<file path="config.mk">
export PLATFORM = sky130hd
export DESIGN_NAME = bus_slave_port
export DESIGN_NICKNAME = d
export VERILOG_FILES = /design/src/rtl/bus_slave_port.sv
export SDC_FILE = /design/constraint.sdc
export NUM_CORES = 1
export LEC_CHECK = 0
export BUFFER_PORTS_ARGS = -buffer_cell sky130_fd_sc_hd__clkbuf_2
export CAP_MARGIN = 40
export CORE_MARGIN = 2
export CORE_UTILIZATION = 40
export CTS_BUF_LIST = sky130_fd_sc_hd__clkbuf_8
export CTS_CLUSTER_DIAMETER = 200
export DETAILED_ROUTE_END_ITERATION = 12
export GPL_TIMING_DRIVEN = 1
export SYNTH_ARGS = -nofsm -noshare
export SYNTH_HDL_FRONTEND = slang
export SYNTH_SLANG_ARGS = --single-unit
export TNS_END_PERCENT = 20
</file>
<file path="constraint.sdc">
create_clock -name clk -period 2.4 [get_ports clk]
set_input_delay 0.48 -clock clk [delete_from_list [all_inputs] [get_ports clk]]
set_output_delay 0.48 -clock clk [all_outputs]
set_load 0.02 [all_outputs]
</file>
<file path="src/rtl/bus_slave_port.sv">
// bus_slave_port: slave-side endpoint of the serial system bus.
// Deserializes address, burst length and write data from the granted master.
// Performs word accesses on a local single-port memory and serializes read
// data back to the master.
//
// Ports:
//   clk, rst                  clock, asynchronous active-low reset
//   master_valid/master_ready master handshake (valid rx bit / accepts tx bit)
//   rx_address/rx_burst_num   serial address / burst length, LSB first
//   rx_data                   serial write data, LSB first
//   write_en/read_en          request, sampled in IDLE only
//   tx_data/slave_valid       serial read data and its valid flag
//   slave_ready               slave samples master bits this cycle
//   mem_*                     local memory port; mem_rdata valid one cycle after mem_re
module bus_slave_port #(
  parameter int unsigned ADDR_WIDTH  = 12,
  parameter int unsigned DATA_WIDTH  = 8,
  parameter int unsigned BURST_WIDTH = 4
) (
  input  logic                  clk,
  input  logic                  rst,
  input  logic                  master_valid,
  input  logic                  master_ready,
  input  logic                  rx_address,
  input  logic                  rx_burst_num,
  input  logic                  rx_data,
  input  logic                  write_en,
  input  logic                  read_en,
  output logic                  tx_data,
  output logic                  slave_valid,
  output logic                  slave_ready,
  output logic [ADDR_WIDTH-1:0] mem_addr,
  output logic [DATA_WIDTH-1:0] mem_wdata,
  output logic                  mem_we,
  output logic                  mem_re,
  input  logic [DATA_WIDTH-1:0] mem_rdata
);

  localparam int unsigned CntMax = (ADDR_WIDTH > DATA_WIDTH) ? ADDR_WIDTH : DATA_WIDTH;
  localparam int unsigned CntW   = (CntMax > 1) ? $clog2(CntMax) : 1;

  typedef enum logic [2:0] {
    StIdle, StAddr, StWdata, StMemWr, StRdReq, StRdWait, StRdata
  } state_e;

  state_e                 state_q, state_d;
  logic                   op_rd_q, op_rd_d;
  logic [ADDR_WIDTH-1:0]  addr_q, addr_d;
  logic [BURST_WIDTH-1:0] burst_q, burst_d;   // burst value, then beats remaining
  logic [DATA_WIDTH-1:0]  wdata_q, wdata_d;
  logic [DATA_WIDTH-1:0]  tx_sr_q, tx_sr_d;
  logic [CntW-1:0]        cnt_q, cnt_d;
  logic                   mem_we_q, mem_we_d;
  logic                   mem_re_q, mem_re_d;
  logic                   slave_valid_q, slave_valid_d;

  always_comb begin
    state_d       = state_q;
    op_rd_d       = op_rd_q;
    addr_d        = addr_q;
    burst_d       = burst_q;
    wdata_d       = wdata_q;
    tx_sr_d       = tx_sr_q;
    cnt_d         = cnt_q;
    mem_we_d      = 1'b0;
    mem_re_d      = 1'b0;
    slave_valid_d = slave_valid_q;

    unique case (state_q)
      StIdle: begin
        if (master_valid && (write_en ^ read_en)) begin
          op_rd_d = read_en;
          addr_d  = {rx_address, addr_q[ADDR_WIDTH-1:1]};
          burst_d = {rx_burst_num, burst_q[BURST_WIDTH-1:1]};
          cnt_d   = CntW'(1);
          state_d = StAddr;
        end
      end
      StAddr: begin
        if (master_valid) begin
          addr_d = {rx_address, addr_q[ADDR_WIDTH-1:1]};
          // Burst bits ride alongside address bits 0..BURST_WIDTH-1 only
          if (cnt_q < CntW'(BURST_WIDTH)) begin
            burst_d = {rx_burst_num, burst_q[BURST_WIDTH-1:1]};
          end
          if (cnt_q == CntW'(ADDR_WIDTH - 1)) begin
            cnt_d = '0;
            if (op_rd_q) begin
              state_d  = StRdReq;
              mem_re_d = 1'b1;
            end else begin
              state_d = StWdata;
            end
          end else begin
            cnt_d = cnt_q + CntW'(1);
          end
        end
      end
      StWdata: begin
        if (master_valid) begin
          wdata_d = {rx_data, wdata_q[DATA_WIDTH-1:1]};
          if (cnt_q == CntW'(DATA_WIDTH - 1)) begin
            cnt_d    = '0;
            state_d  = StMemWr;
            mem_we_d = 1'b1;
          end else begin
            cnt_d = cnt_q + CntW'(1);
          end
        end
      end
      StMemWr: begin
        addr_d = addr_q + ADDR_WIDTH'(1);
        if (burst_q != '0) begin
          burst_d = burst_q - BURST_WIDTH'(1);
          state_d = StWdata;
        end else begin
          state_d = StIdle;
        end
      end
      StRdReq: begin
        state_d = StRdWait;
      end
      StRdWait: begin
        tx_sr_d       = mem_rdata;
        slave_valid_d = 1'b1;
        state_d       = StRdata;
      end
      StRdata: begin
        if (master_ready) begin
          // Zero-fill so tx_data returns to 0 once the word is drained
          tx_sr_d = {1'b0, tx_sr_q[DATA_WIDTH-1:1]};
          if (cnt_q == CntW'(DATA_WIDTH - 1)) begin
            cnt_d         = '0;
            slave_valid_d = 1'b0;
            addr_d        = addr_q + ADDR_WIDTH'(1);
            if (burst_q != '0) begin
              burst_d  = burst_q - BURST_WIDTH'(1);
              state_d  = StRdReq;
              mem_re_d = 1'b1;
            end else begin
              state_d = StIdle;
            end
          end else begin
            cnt_d = cnt_q + CntW'(1);
          end
        end
      end
      default: state_d = StIdle;
    endcase
  end

  always_ff @(posedge clk or negedge rst) begin
    if (!rst) begin
      state_q       <= StIdle;
      op_rd_q       <= 1'b0;
      addr_q        <= '0;
      burst_q       <= '0;
      wdata_q       <= '0;
      tx_sr_q       <= '0;
      cnt_q         <= '0;
      mem_we_q      <= 1'b0;
      mem_re_q      <= 1'b0;
      slave_valid_q <= 1'b0;
    end else begin
      state_q       <= state_d;
      op_rd_q       <= op_rd_d;
      addr_q        <= addr_d;
      burst_q       <= burst_d;
      wdata_q       <= wdata_d;
      tx_sr_q       <= tx_sr_d;
      cnt_q         <= cnt_d;
      mem_we_q      <= mem_we_d;
      mem_re_q      <= mem_re_d;
      slave_valid_q <= slave_valid_d;
    end
  end

  assign slave_ready = (state_q == StIdle) || (state_q == StAddr) || (state_q == StWdata);
  assign slave_valid = slave_valid_q;
  assign tx_data     = tx_sr_q[0];
  assign mem_addr    = addr_q;
  assign mem_wdata   = wdata_q;
  assign mem_we      = mem_we_q;
  assign mem_re      = mem_re_q;

endmodule

</file>
Yosys cells after proc, flatten, opt, wreduce, memory -nomap -nowiden
Index checks and enable logic that the tools add are counted.
{ "op_classes": {"addsub": 3, "n_lt_le_gt_ge": 1, "n_eq_ne": 16, "mux": 45, "n_bitwise": 1, "reduce_logical": 16} }
{ "op_table": {"columns": ["operator", "count"], "rows": [
  ["$mux W12", 4],
  ["$mux W4", 12],
  ["$pmux W12 S4", 1],
  ["$pmux W4 S4", 2],
  ["$mux W3", 9],
  ["$pmux W3 S7", 1],
  ["$ne A2 B2 Y1 const B", 8],
  ["$pmux W8 S2", 1],
  ["$add A12 B1 Y12 const B", 1],
  ["$reduce_bool A4 Y1", 3],
  ["$mux W1", 11],
  ["$reduce_and A5 Y1", 2],
  ["$eq A3 B3 Y1 const B", 3],
  ["$mux W8", 1],
  ["$reduce_and A7 Y1", 1],
  ["$eq A3 B2 Y1 const B", 2],
  ["$reduce_and A2 Y1", 3],
  ["$reduce_and A6 Y1", 1],
  ["$add A4 B1 Y4 const B", 1],
  ["$eq A4 B3 Y1 const B", 1],
  ["$eq A4 B4 Y1 const B", 1],
  ["$lt A4 B3 Y1 const B", 1],
  ["$pmux W1 S2", 2],
  ["$sub A4 B1 Y4 const B", 1],
  ["other kinds (8)", 9]
]} }
{ "word_totals": {"register_bits": 43, "in_bits": 17, "output_inout_bits": 25, "wordCells": 92} }

Longest topological paths before layout
{ "depth": {"depth_word": 5, "depth_mapped": 8, "mapped_depth_nobuf": 7} }

Worst setup path after synthesis
No wires, ideal clock.
{ "synth_path": {"kind": "flip-flop to flip-flop", "start": "register state_q[1]", "end": "register burst_q[1]", "setup_ps": 125, "arrival_time_ps": 1557, "t_required_ps": 2275, "setup_slack_ps": 718, "stages_incl_launch_ff": 6, "path_buffers": 0, "period_less_slack_ps": 1682, "path_cell_list": "dfrtp_1 -> or2b_1 -> o32a_2 -> o211a_2 -> nand2_4 -> mux2_4"} }
{ "synth_via": {"elab_chain_len": 3, "word_cells_on_any_way": 12, "cone_classes": "8 x eq/ne; 1 x mux; 3 x reduce/logical"} }
{ "synth_lines": {"columns": ["element", "line", "source"], "rows": [
  ["from (decl)", "46", "state_e state_q, state_d;"],
  ["from (signal assigned)", "154", "state_q <= StIdle;"],
  ["from (signal assigned)", "165", "state_q <= state_d;"],
  ["$eq A3 B1 Y1 (tied with other cells)", "69", "unique case (state_q)"],
  ["$ne A2 B2 Y1 (no source line) / $reduce_bool A4 Y1 (equally long branches)", null, null],
  ["$reduce_and A6 Y1 (no source line)", null, null],
  ["to (signal assigned)", "168", "burst_q <= burst_d;"],
  ["to (decl)", "49", "logic [BURST_WIDTH-1:0] burst_q, burst_d;"]
]} }
Several ways; a longest one is shown, not always the timed one.
A chain may end at the register's enable or synchronous reset.

Worst setup path in the final report
{ "layout_path": {"start": "register state_q[1]", "end": "register state_q[1]"} }
{ "layout_via": {"elab_chain_len": 3, "word_cells_on_any_way": 16, "cone_classes": "13 x eq/ne; 1 x mux; 2 x reduce/logical"} }
{ "layout_lines": {"columns": ["element", "line"], "rows": [
  ["$eq A3 B2 Y1 (tied with other cells)", "69"],
  ["$ne A2 B2 Y1 (no source line)", null],
  ["$reduce_and A7 Y1 (no source line)", null]
]} }
Several ways; a longest one is shown, not always the timed one.

==> results.sh <==
export IMPL_outcome="finished, final reports clean"
export IMPL_yosys_top_cells_area="sky130_fd_sc_hd__dfrtp_1 43%, sky130_fd_sc_hd__o21ai_0 5.6%, sky130_fd_sc_hd__a21oi_1 4.6%, sky130_fd_sc_hd__nand2_1 3.8%, sky130_fd_sc_hd__mux2_2 3.6%"
export IMPL_hold_path_class="primary input to flip-flop"
export IMPL_cts_max_level=2
export IMPL_cts_tree="yes"
export IMPL_critical_path_max_stage_delay_ns=0.66
export IMPL_first_iter_violations=135
export IMPL_globalplace_congestion=0.822
export IMPL_number_of_buffers_added_on_ports=41
export IMPL_worst_path_dominant_cell_family="compound AO/OA/AOI/OAI gates"
export IMPL_max_slew_margin_pct=60.4
export IMPL_final_setup_violations=0
export IMPL_overflow=0
export IMPL_detailed_route_vias_per_instance=5.56
export IMPL_globalRouteTotalUtil_pct=16.4
export IMPL_grt_max_degree=25
export IMPL_clockRootBuffer="sky130_fd_sc_hd__clkbuf_8"
export IMPL_worst_setup_hold_path_clk_slew_ns=0.09
export IMPL_power_leakage_nw=1.30
export IMPL_max_slew_worst_pin_slew_ns=0.589
export IMPL_syn_num_nets=280
export IMPL_cts_repair_resize_count=0
export IMPL_antenna_found_initial=0
export IMPL_dr_pass1_iters=4
export IMPL_detailroute_via_count=2103
export IMPL_peakVddDrop_mv=0.545
export IMPL_synth_edf_count=0
export IMPL_power_per_cell_area_mw_per_mm2=1290
export IMPL_timing_setup_critical_path_class="flip-flop to flip-flop"
export IMPL_hold_ws_ns=0.386
export IMPL_worst_path_max_fanout=17
export IMPL_die_h_um=82.9
export IMPL_route_antenna_remaining_nets=0
export IMPL_crit_chain="nor2_2, a32oi_1, nand3_1, o21ai_0, o31ai_1"
export IMPL_clock_insertion_delay_worst_skew_ns=0.30
export IMPL_critical_path_slowest_cell="sky130_fd_sc_hd__dfrtp_1"
export IMPL_dominantRegCellSynth="sky130_fd_sc_hd__dfrtp_1"
export IMPL_post_synth_instance_area_mm2=0.00249
export IMPL_fmax_mhz=494
export IMPL_maxCapViolCount=0
export IMPL_setup_repair_after_global_routing_missed_its_margin="false"
export IMPL_cts_num_sinks=43
export IMPL_tritoncts_num_buffers=5
export IMPL_grt_pass1_wl_mm=9.54
export IMPL_maxSlewViolCount=0
export IMPL_path_buf_inv=0
export IMPL_remaining_drc_errors=0
export IMPL_yosys_area_top_type_share_pct=43.2
export IMPL_arrival_ns=2.20
export IMPL_max_clock_path_buffers=2
export IMPL_width_of_the_die_um=82.9
export IMPL_tns_ns=0
export IMPL_worst_ep_required_ns=2.58
export IMPL_timing_clock_skew_ns=0.00790
export IMPL_post_route_cells_drive_above_1_share_pct=25.7
export IMPL_finalWirelength_mm=5.43
export IMPL_period_share_pct=84.3
export IMPL_post_synth_inst_count=260
export IMPL_timing_hold_violations_final=0
export IMPL_hpwl_mm=3.85
export IMPL_area_of_the_die_mm2=0.00687
export IMPL_fin_nets=322
export IMPL_worst_setup_path_start_kind="flip-flop"
export IMPL_postSynthAreaPerCell_um2=9.57
export IMPL_synthDominantAreaCellType="sky130_fd_sc_hd__dfrtp_1"
export IMPL_antenna_diode_count=0
export IMPL_vias_in_the_first_global_route=2000
export IMPL_proportion_of_synthesized_flip_flops_having_asynchronous_set_or_reset_pct=100
export IMPL_core_area_mm2=0.00596
export IMPL_row_count=28
export IMPL_layout_min_cycle_time_ns=2.02
export IMPL_num_fill_cells=613
export IMPL_yosys_register_bits=43
export IMPL_area_overhead_of_the_layout_relative_to_synthesis_pct=14.8
export IMPL_setup_reg_to_reg_worst_slack_ns=0.38
export IMPL_yosysSeqAreaShare_pct=43.2
export IMPL_drt_wirelength_per_cell_um=14.4
export IMPL_initial_utilization_pct=41.8
export IMPL_netlist_cell_type_count=56
export IMPL_end_kind="flip-flop"
export IMPL_io_pins=42
export IMPL_synth_warnings=0
-- synth_stat cells, types with 2 or more instances --
cell type	count
sky130_fd_sc_hd__o21ai_0	28
sky130_fd_sc_hd__nand3_1	11
sky130_fd_sc_hd__nand2_1	25
sky130_fd_sc_hd__o21a_1	2
sky130_fd_sc_hd__a21oi_1	23
sky130_fd_sc_hd__nor3_1	3
sky130_fd_sc_hd__buf_6	3
sky130_fd_sc_hd__nor4_1	2
sky130_fd_sc_hd__clkbuf_1	6
sky130_fd_sc_hd__nand4_1	10
sky130_fd_sc_hd__ha_1	3
sky130_fd_sc_hd__mux2i_1	7
sky130_fd_sc_hd__mux2_2	8
sky130_fd_sc_hd__nor2_1	14
sky130_fd_sc_hd__o211ai_1	4
sky130_fd_sc_hd__o22ai_1	2
sky130_fd_sc_hd__clkbuf_8	3
sky130_fd_sc_hd__dfrtp_1	43
sky130_fd_sc_hd__a2bb2oi_1	2
sky130_fd_sc_hd__o2bb2ai_1	4
sky130_fd_sc_hd__a31oi_1	4
sky130_fd_sc_hd__xor2_1	2
sky130_fd_sc_hd__and4_1	2
sky130_fd_sc_hd__nand3b_1	5
sky130_fd_sc_hd__inv_1	11
sky130_fd_sc_hd__a22oi_1	2
sky130_fd_sc_hd__nor2b_1	2
-- through the flow --
step	total power [mW]	instance area (µm²)	util, %	std cells	worst slack (ns)
floorplan	2.70	2490	-	260	0.718
global placement	3.08	2730	45.8	369	0.431
detailed placement	3.11	2730	45.8	369	0.409
CTS	3.72	2860	48.0	378	0.391
global route	4.02	2860	48.0	378	0.127
finish	3.70	2860	48.0	378	0.377
-- power breakdown --
group | switching, mW | internal, mW | total (mW)
combinational | 1.08 | 0.692 | 1.77
sequential | 0.335 | 0.992 | 1.33
clock | 0.284 | 0.316 | 0.600
-- flip-flops by register name (all words and copies together), names as in the netlist --
| register | count |
|---|---|
| mem_wdata | 8 |
| cnt_q | 4 |
| mem_re | 1 |
| slave_valid | 1 |
| mem_we | 1 |
| tx_sr_q | 8 |
| op_rd_q | 1 |
| mem_addr | 12 |
| burst_q | 4 |
| state_q | 3 |
-- worst paths after layout --
check / end / from / depth (start not counted)
setup / recovery: state_q[1] / state_q[1] / 5
hold / removal: op_rd_q / write_en / 2
setup reg to reg: state_q[1] / state_q[1] / 5
hold reg to reg: tx_sr_q[3] / tx_sr_q[3] / 2
max in group asynchronous: mem_addr[8] / rst / 3
min in group asynchronous: mem_we / rst / 2
-- cells by family after synthesis --
family	count (synthesis)	synth area share, %
buffers and inverters	25	6.08
muxes	16	7.04
xor gates and xnor gates	3	1.06
AOI/OAI and AO/OA	82	21.4
adders and majority gates	3	1.51
and+or+nand+nor	88	19.7
DFF	43	43.2
-- cell type report --
class,count,area [µm²],share of cell area [%]
Clock buffer,5,68.8,2.41
Clock inverter,3,47.5,1.66
Inverter,11,41.3,1.45
Multi-Input combinational cell,192,1260,44.2
Sequential cell,43,1080,37.7
Tap cell,75,93.8,3.29
Timing Repair Buffer,49,268,9.37
-- placed cells by master, fill, tap and decap left out, types with 8 or more instances in the layout --
cell type,Yosys,routed
sky130_fd_sc_hd__dfrtp_1,43,43
sky130_fd_sc_hd__clkbuf_2,0,41
sky130_fd_sc_hd__o21ai_0,28,28
sky130_fd_sc_hd__nand2_1,25,25
sky130_fd_sc_hd__a21oi_1,23,23
sky130_fd_sc_hd__nor2_1,14,14
sky130_fd_sc_hd__inv_1,11,11
sky130_fd_sc_hd__nand3_1,11,11
sky130_fd_sc_hd__nand4_1,10,10
sky130_fd_sc_hd__mux2_2,8,8
-- timing repair --
| action | CTS | global route |
|---|---|---|
| buffers inserted | 0 | 0 |
| hold buffers | 1 | 0 |
| hold endpoints to repair | 5 | 0 |
-- metal layers --
layer	track usage (%)	wire length, µm	share of wire (%)
met1	22.5	2670	49
met2	26.1	2500	46
met3	3.08	200	3.7
met4	5.66	70	1.3
met5	0	0	0
Note: power is estimated with default switching activity, not from simulation.
